===== src/rtl/interrupt_dispatcher.sv =====
// interrupt_dispatcher: collects rising-edge peripheral requests, picks the lowest-index
// eligible source and drives one vector PC plus a one-hot core trigger to the interrupt
// controller. One dispatch is in flight at a time; the trigger is held until the target
// core acknowledges.
// Optional feature macro: INT_DISPATCH_TIMEOUT_EN (ack timeout with sticky timeout_flag).
module interrupt_dispatcher #(
    parameter int unsigned DATA_WIDTH     = 32,
    parameter int unsigned ADDRESS_BITS   = 20,
    parameter int unsigned NUM_CORES      = 2,
    parameter int unsigned NUM_SOURCES    = 8,
    parameter int unsigned TIMEOUT_CYCLES = 255,
    localparam int unsigned SRC_BITS      = (NUM_SOURCES > 1) ? $clog2(NUM_SOURCES) : 1,
    localparam int unsigned CORE_BITS     = (NUM_CORES > 1) ? $clog2(NUM_CORES) : 1
) (
    input  logic                    clock,
    input  logic                    reset,
    input  logic [NUM_SOURCES-1:0]  irq_in,
    input  logic                    cfg_write,
    input  logic [SRC_BITS-1:0]     cfg_source,
    input  logic [ADDRESS_BITS-1:0] cfg_vector,
    input  logic [CORE_BITS-1:0]    cfg_core,
    input  logic                    cfg_enable,
    input  logic [NUM_CORES-1:0]    irq_ack,
    output logic [ADDRESS_BITS-1:0] interrupt_PC_out,
    output logic [DATA_WIDTH-1:0]   interrupt_trigger_out,
    output logic [NUM_SOURCES-1:0]  pending_out,
    output logic                    busy,
    output logic                    timeout_flag
);

    typedef enum logic [1:0] {
        ST_IDLE = 2'd0,
        ST_FIRE = 2'd1,
        ST_GAP  = 2'd2
    } state_t;

    state_t state;
    state_t state_next;

    logic [NUM_SOURCES-1:0]  irq_q;
    logic [NUM_SOURCES-1:0]  rise;
    logic [NUM_SOURCES-1:0]  set_mask;
    logic [NUM_SOURCES-1:0]  clr_mask;
    logic [NUM_SOURCES-1:0]  eligible;
    logic [NUM_SOURCES-1:0]  pending;
    logic [NUM_SOURCES-1:0]  enable;
    logic [ADDRESS_BITS-1:0] vector   [NUM_SOURCES];
    logic [CORE_BITS-1:0]    core_sel [NUM_SOURCES];

    logic [SRC_BITS-1:0]     act_src;
    logic [CORE_BITS-1:0]    act_core;

    logic                    win_valid;
    logic [SRC_BITS-1:0]     win_src;
    logic                    cfg_ok;
    logic                    launch;
    logic                    ack_hit;
    logic                    timeout_hit;

`ifdef INT_DISPATCH_TIMEOUT_EN
    localparam int unsigned TO_BITS = $clog2(TIMEOUT_CYCLES + 1);
    logic [TO_BITS-1:0] fire_cnt;
`endif

    assign rise        = irq_in & ~irq_q;
    assign set_mask    = rise & enable;
    assign eligible    = pending & enable;
    assign pending_out = pending;
    assign cfg_ok      = cfg_write
                         && (32'(cfg_core) < NUM_CORES)
                         && (32'(cfg_source) < NUM_SOURCES);
    assign clr_mask    = ack_hit ? (NUM_SOURCES'(1) << act_src) : '0;

    // Fixed-priority pick: lowest eligible index wins
    always_comb begin
        win_valid = 1'b0;
        win_src   = '0;
        for (int i = NUM_SOURCES - 1; i >= 0; i--) begin
            if (eligible[i]) begin
                win_valid = 1'b1;
                win_src   = SRC_BITS'(i);
            end
        end
    end

    // FSM state register
    always_ff @(posedge clock or negedge reset) begin
        if (!reset) begin
            state <= ST_IDLE;
        end else begin
            state <= state_next;
        end
    end

    // FSM next-state and dispatch control
    always_comb begin
        state_next  = state;
        launch      = 1'b0;
        ack_hit     = 1'b0;
        timeout_hit = 1'b0;
        case (state)
            ST_IDLE: begin
                if (win_valid) begin
                    launch     = 1'b1;
                    state_next = ST_FIRE;
                end
            end
            ST_FIRE: begin
                if (irq_ack[act_core]) begin
                    ack_hit    = 1'b1;
                    state_next = ST_GAP;
                end
`ifdef INT_DISPATCH_TIMEOUT_EN
                else if (fire_cnt == TO_BITS'(TIMEOUT_CYCLES - 1)) begin
                    timeout_hit = 1'b1;
                    state_next  = ST_GAP;
                end
`endif
            end
            ST_GAP: begin
                state_next = ST_IDLE;
            end
            default: begin
                state_next = ST_IDLE;
            end
        endcase
    end

    // Request edge detection and pending set/clear (a new set beats an ack clear)
    always_ff @(posedge clock or negedge reset) begin
        if (!reset) begin
            irq_q   <= '0;
            pending <= '0;
        end else begin
            irq_q   <= irq_in;
            pending <= (pending & ~clr_mask) | set_mask;
        end
    end

    // Per-source configuration table; writes naming a nonexistent core are dropped
    always_ff @(posedge clock or negedge reset) begin
        if (!reset) begin
            enable <= '0;
            for (int i = 0; i < NUM_SOURCES; i++) begin
                vector[i]   <= '0;
                core_sel[i] <= '0;
            end
        end else if (cfg_ok) begin
            vector[cfg_source]   <= cfg_vector;
            core_sel[cfg_source] <= cfg_core;
            enable[cfg_source]   <= cfg_enable;
        end
    end

    // Dispatch datapath: latch winner on launch, drop trigger on ack or timeout
    always_ff @(posedge clock or negedge reset) begin
        if (!reset) begin
            act_src               <= '0;
            act_core              <= '0;
            interrupt_PC_out      <= '0;
            interrupt_trigger_out <= '0;
            busy                  <= 1'b0;
        end else begin
            busy <= (state_next != ST_IDLE);
            if (launch) begin
                act_src               <= win_src;
                act_core              <= core_sel[win_src];
                interrupt_PC_out      <= vector[win_src];
                interrupt_trigger_out <= DATA_WIDTH'(1) << core_sel[win_src];
            end else if (ack_hit || timeout_hit) begin
                interrupt_trigger_out <= '0;
            end
        end
    end

`ifdef INT_DISPATCH_TIMEOUT_EN
    // Ack timeout counter (cycles spent in FIRE) and sticky flag
    always_ff @(posedge clock or negedge reset) begin
        if (!reset) begin
            fire_cnt     <= '0;
            timeout_flag <= 1'b0;
        end else begin
            if (launch) begin
                fire_cnt <= '0;
            end else if (state == ST_FIRE) begin
                fire_cnt <= fire_cnt + TO_BITS'(1);
            end
            if (timeout_hit) begin
                timeout_flag <= 1'b1;
            end
        end
    end
`else
    assign timeout_flag = 1'b0;
`endif

endmodule


===== config.mk =====
export PLATFORM = sky130hd
export DESIGN_NAME = interrupt_dispatcher
export DESIGN_NICKNAME = d
export VERILOG_FILES = /design/src/rtl/interrupt_dispatcher.sv
export SDC_FILE = /design/constraint.sdc
export NUM_CORES = 1
export LEC_CHECK = 0
export CAP_MARGIN = 20
export CELL_PAD_IN_SITES_DETAIL_PLACEMENT = 1
export CELL_PAD_IN_SITES_GLOBAL_PLACEMENT = 1
export CORE_MARGIN = 2
export CORE_UTILIZATION = 43
export CTS_BUF_LIST = sky130_fd_sc_hd__clkbuf_4 sky130_fd_sc_hd__clkbuf_8 sky130_fd_sc_hd__clkbuf_16
export DETAILED_ROUTE_END_ITERATION = 10
export PLACE_DENSITY = 0.84
export SKIP_LAST_GASP = 1
export SYNTH_ARGS = -nofsm -noshare
export SYNTH_HDL_FRONTEND = slang
export SYNTH_SLANG_ARGS = --single-unit

===== constraint.sdc =====
create_clock -name clock -period 2 [get_ports clock]
set_input_delay 0.3 -clock clock [delete_from_list [all_inputs] [get_ports clock]]
set_output_delay 0.3 -clock clock [all_outputs]
set_load 0.05 [all_outputs]

==> flow_metrics.env <==
export IMPL_seq_power_share_pct=34.7
export IMPL_clockPowerShare_pct=24.4
export IMPL_p_sw_uw=6910
export IMPL_finClkSkew_ns=0.0254
export IMPL_setup_ws_ns=-0.129
export IMPL_grt_usage_pct=22.7
export IMPL_start_kind="flip-flop"
export IMPL_critical_path_buf_inv_count=2
export IMPL_die_area_um2=24000
export IMPL_place_gp_congestion=0.784
export IMPL_synth_warnings=0
export IMPL_switching_share_pct=36.8
export IMPL_initial_core_util_pct=43.4
export IMPL_rsz0062_at_grt="yes"
export IMPL_cts_max_level=1
export IMPL_synth_cells=698
export IMPL_utilization_pct=54.3
export IMPL_whs_ns=0.266
export IMPL_endpoint_kind="flip-flop"
export IMPL_grt_pass1_vias=7236
export IMPL_synthSimpleGateAreaFrac_pct=3.06
export IMPL_core_area_um2=22500
export IMPL_grt_pass1_wl_mm=42.2
export IMPL_num_antenna_cells=0
export IMPL_dpl_hpwl_mm=16.3
export IMPL_crit_path_max_incr_delay_ns=0.43
export IMPL_cp_slowest_cell="dfrtp_1"
export IMPL_path_common_cell="buf_6"
export IMPL_dp_cells=1069
export IMPL_slew_headroom_pct=64.1
export IMPL_fp_dieW_um=155
export IMPL_dr_pass1_iters=4
export IMPL_power_leakage_uw=0.00551
export IMPL_crit_arrival_ns=2.53
export IMPL_clock_sinks=221
export IMPL_finalMaxSlewViolations=0
export IMPL_yosysSeqAreaShare_pct=56.6
export IMPL_final_hold_viol_count=0
export IMPL_cts_tree="done"
export IMPL_grt_max_degree=66
export IMPL_fmax_ghz=0.470
export IMPL_num_vias=6344
export IMPL_ios=100
export IMPL_grt_antenna_before_repair=0
export IMPL_maxCapViolCount=0
export IMPL_cts_buffer_depth=3
export IMPL_finalPower_uw=18800
export IMPL_drive_above_1_share_pct=36.1
export IMPL_tns_ns=-1.16
export IMPL_syn_to_final_growth_pct=24.9
export IMPL_synth_area_mux_share_pct=28.9
export IMPL_syn_area_um2=9780
export IMPL_numCtsBuffers=25
export IMPL_path_max_fanout=5
export IMPL_insertion_delay_ns=0.54
export IMPL_synth_area_per_cell_um2=14.0
export IMPL_numPortBuffers=68
export IMPL_wl_mm=27.4
export IMPL_comb_power_share_pct=41.0
export IMPL_nNetsFinal=857
export IMPL_violations="setup timing"
export IMPL_drtAntennaViolNets=0
export IMPL_synth_seq_cells=221
export IMPL_rows=55
export IMPL_ys_types=39
export IMPL_crit_chain="nand2_2, a32o_2, a31oi_4, buf_6, buf_6, mux2i_1, o22ai_1, a211o_1"
export IMPL_p_int_uw=11900
export IMPL_wl_per_cell_um=24.4
export IMPL_grt_overflow=0
export IMPL_synth_xor_area_share_pct=0
export IMPL_min_period_ns=2.13
export IMPL_die_h_um=155
export IMPL_worstSetupPathType="flip-flop to flip-flop"
export IMPL_path_delay_family="compound AO/OA/AOI/OAI gates"
export IMPL_synth_compound_gate_area_share_pct=6.81
export IMPL_instances_no_fill=1121
export IMPL_required_ns=2.40
export IMPL_synth_fa_ha_area_share_pct=0
export IMPL_synth_top_family_by_area="multiplexers"
export IMPL_finalSetupViolCount=20
export IMPL_post_route_period_util_pct=106
export IMPL_tightestPinTransition_ns=0.538
export IMPL_via_per_inst=5.66
export IMPL_drt_initial_drc_count=305
export IMPL_clk_pin_slew_ns=0.06
export IMPL_irDropWorstVdd_uv=777
export IMPL_cts_root_buf="clkbuf_16"
export IMPL_powerDensity_nw_per_um2=1540
export IMPL_remaining_drc_errors=0
export IMPL_worstHoldPathType="input port to flip-flop"
export IMPL_outcome="finished with violations"
==> worst register-to-register path, stage by stage, from the launching register on <==
cell and delay, ns:
dfrtp_1 0.43, nand2_2 0.09, a32o_2 0.29, a31oi_4 0.24, buf_6 0.20, buf_6 0.14
mux2i_1 0.23, o22ai_1 0.14, a211o_1 0.25
==> kinds of logic after synthesis <==
group                  Yosys count
AND/OR/NAND/NOR                 57
AO/OA/AOI/OAI                   91
other                            1
flip-flops                     221
multiplexers                   260
buffers and inverters           68
==> placed cells by master (no fill, tap or decap), drive strengths merged <==
master	Yosys	routed
conb	1	31
nor3b	2	2
nand3b	7	7
o31ai	3	3
clkbuf	8	35
nor3	3	3
a32o	2	2
o22ai	41	41
a21oi	2	2
and2	3	4
clkinv	0	6
a21boi	2	2
nand4	1	1
dfrtp	221	221
a22oi	3	3
clkinvlp	0	1
dlygate4sd2	0	26
clkdlybuf4s50	0	38
nor2	3	3
bufinv	0	2
a22o	1	1
dlygate4sd3	0	1
mux2	177	177
and3	1	1
o21ai	11	11
nand2b	7	7
dlymetal6s2s	0	3
nand4b	3	3
buf	59	61
nand2	27	27
a311o	1	1
a211o	21	21
a211oi	3	3
mux2i	83	83
inv	1	2
a31oi	1	1
==> metrics by stage <==
stage               cell area, µm²  setup slack, ns
floorplan                     9950          -0.0101
global placement             11200          0.00764
detailed placement           11200           -0.121
CTS                          12100          -0.0646
global route                 12200           -0.171
finish                       12200           -0.129
==> cells in the mapped netlist, drive strengths merged <==
| cell | count | area [µm²] |
|---|---|---|
| mux2i | 83 | 831 |
| nand4b | 3 | 26.3 |
| nand2 | 27 | 101 |
| a22oi | 3 | 27.5 |
| a211o | 21 | 184 |
| a31oi | 1 | 6.26 |
| a311o | 1 | 10.0 |
| inv | 1 | 3.75 |
| a21oi | 2 | 10.0 |
| o21ai | 11 | 58.8 |
| dfrtp | 221 | 5530 |
| nand4 | 1 | 6.26 |
| a211oi | 3 | 32.5 |
| a22o | 1 | 8.76 |
| nor3 | 3 | 15.0 |
| a32o | 2 | 20.0 |
| a21boi | 2 | 15.0 |
| nor2 | 3 | 11.3 |
| nand2b | 7 | 43.8 |
| o31ai | 3 | 36.3 |
| and3 | 1 | 6.26 |
| nor3b | 2 | 15.0 |
| clkbuf | 8 | 30.0 |
| nand3b | 7 | 52.6 |
| mux2 | 177 | 1990 |
| buf | 59 | 419 |
| and2 | 3 | 21.3 |
| o22ai | 41 | 257 |
| conb | 1 | 3.75 |
==> flip-flops by register name, summed over array words and instances, names as in the netlist <==
name / count
vector: 160
interrupt_PC_out: 20
core_sel: 8
enable: 8
irq_q: 8
pending_out: 8
act_src: 3
interrupt_trigger_out: 2
state: 2
act_core: 1
busy: 1
==> power groups by stage <==
stage	combinational [µW]	sequential [µW]	clock, µW
6_report	7700	6520	4580
5_1_grt	8110	6630	4840
4_1_cts	7410	6470	4660
3_5_place_dp	7240	6480	0
3_3_place_gp	6950	6400	0
2_1_floorplan	4010	7230	0
==> worst paths after layout <==
kind / slack (ns) / cells past startpoint / endpoint / startpoint
worst max-delay path: -0.13 / 8 / interrupt_PC_out[3] / enable[0]
worst min-delay path: 0.27 / 1 / irq_q[5] / irq_in[5]
worst max register to register: -0.13 / 8 / interrupt_PC_out[3] / enable[0]
worst min register to register: 0.44 / 1 / pending_out[3] / irq_q[3]
max in group asynchronous: 1.02 / 3 / vector[36] / reset
min in group asynchronous: 0.32 / 2 / vector[124] / reset
==> timing repair <==
action | 4_1_cts | 5_1_grt
setup endpoints to repair | 49 | 29
pin swaps | 5 | 7
cloned | 0 | 2
hold endpoints to repair | 60 | 0
setup buffers | 2 | 3
gates resized for setup | 43 | 19
hold buffers | 1 | 0
==> cell type report <==
class / instances / area [µm²]
Timing Repair Buffer: 130 / 1450
Multi-Input combinational cell: 440 / 4050
Clock inverter: 10 / 106
Tap cell: 285 / 357
Fill cell: 2167 / 10300
Sequential cell: 221 / 5540
Inverter: 1 / 3.75
Clock buffer: 34 / 712
==> layer usage <==
metal | vias up | wire (µm) | part of all wire [%] | GRT usage (%)
li1 | 2754 | - | - | -
met1 | 3355 | 11300 | 41 | 27.7
met2 | 174 | 14200 | 52 | 41.0
met3 | 61 | 1030 | 3.8 | 3.64
met4 | 0 | 835 | 3.1 | 7.67
met5 | - | 0 | 0 | 0
Note: power is estimated with default switching activity, not from simulation.
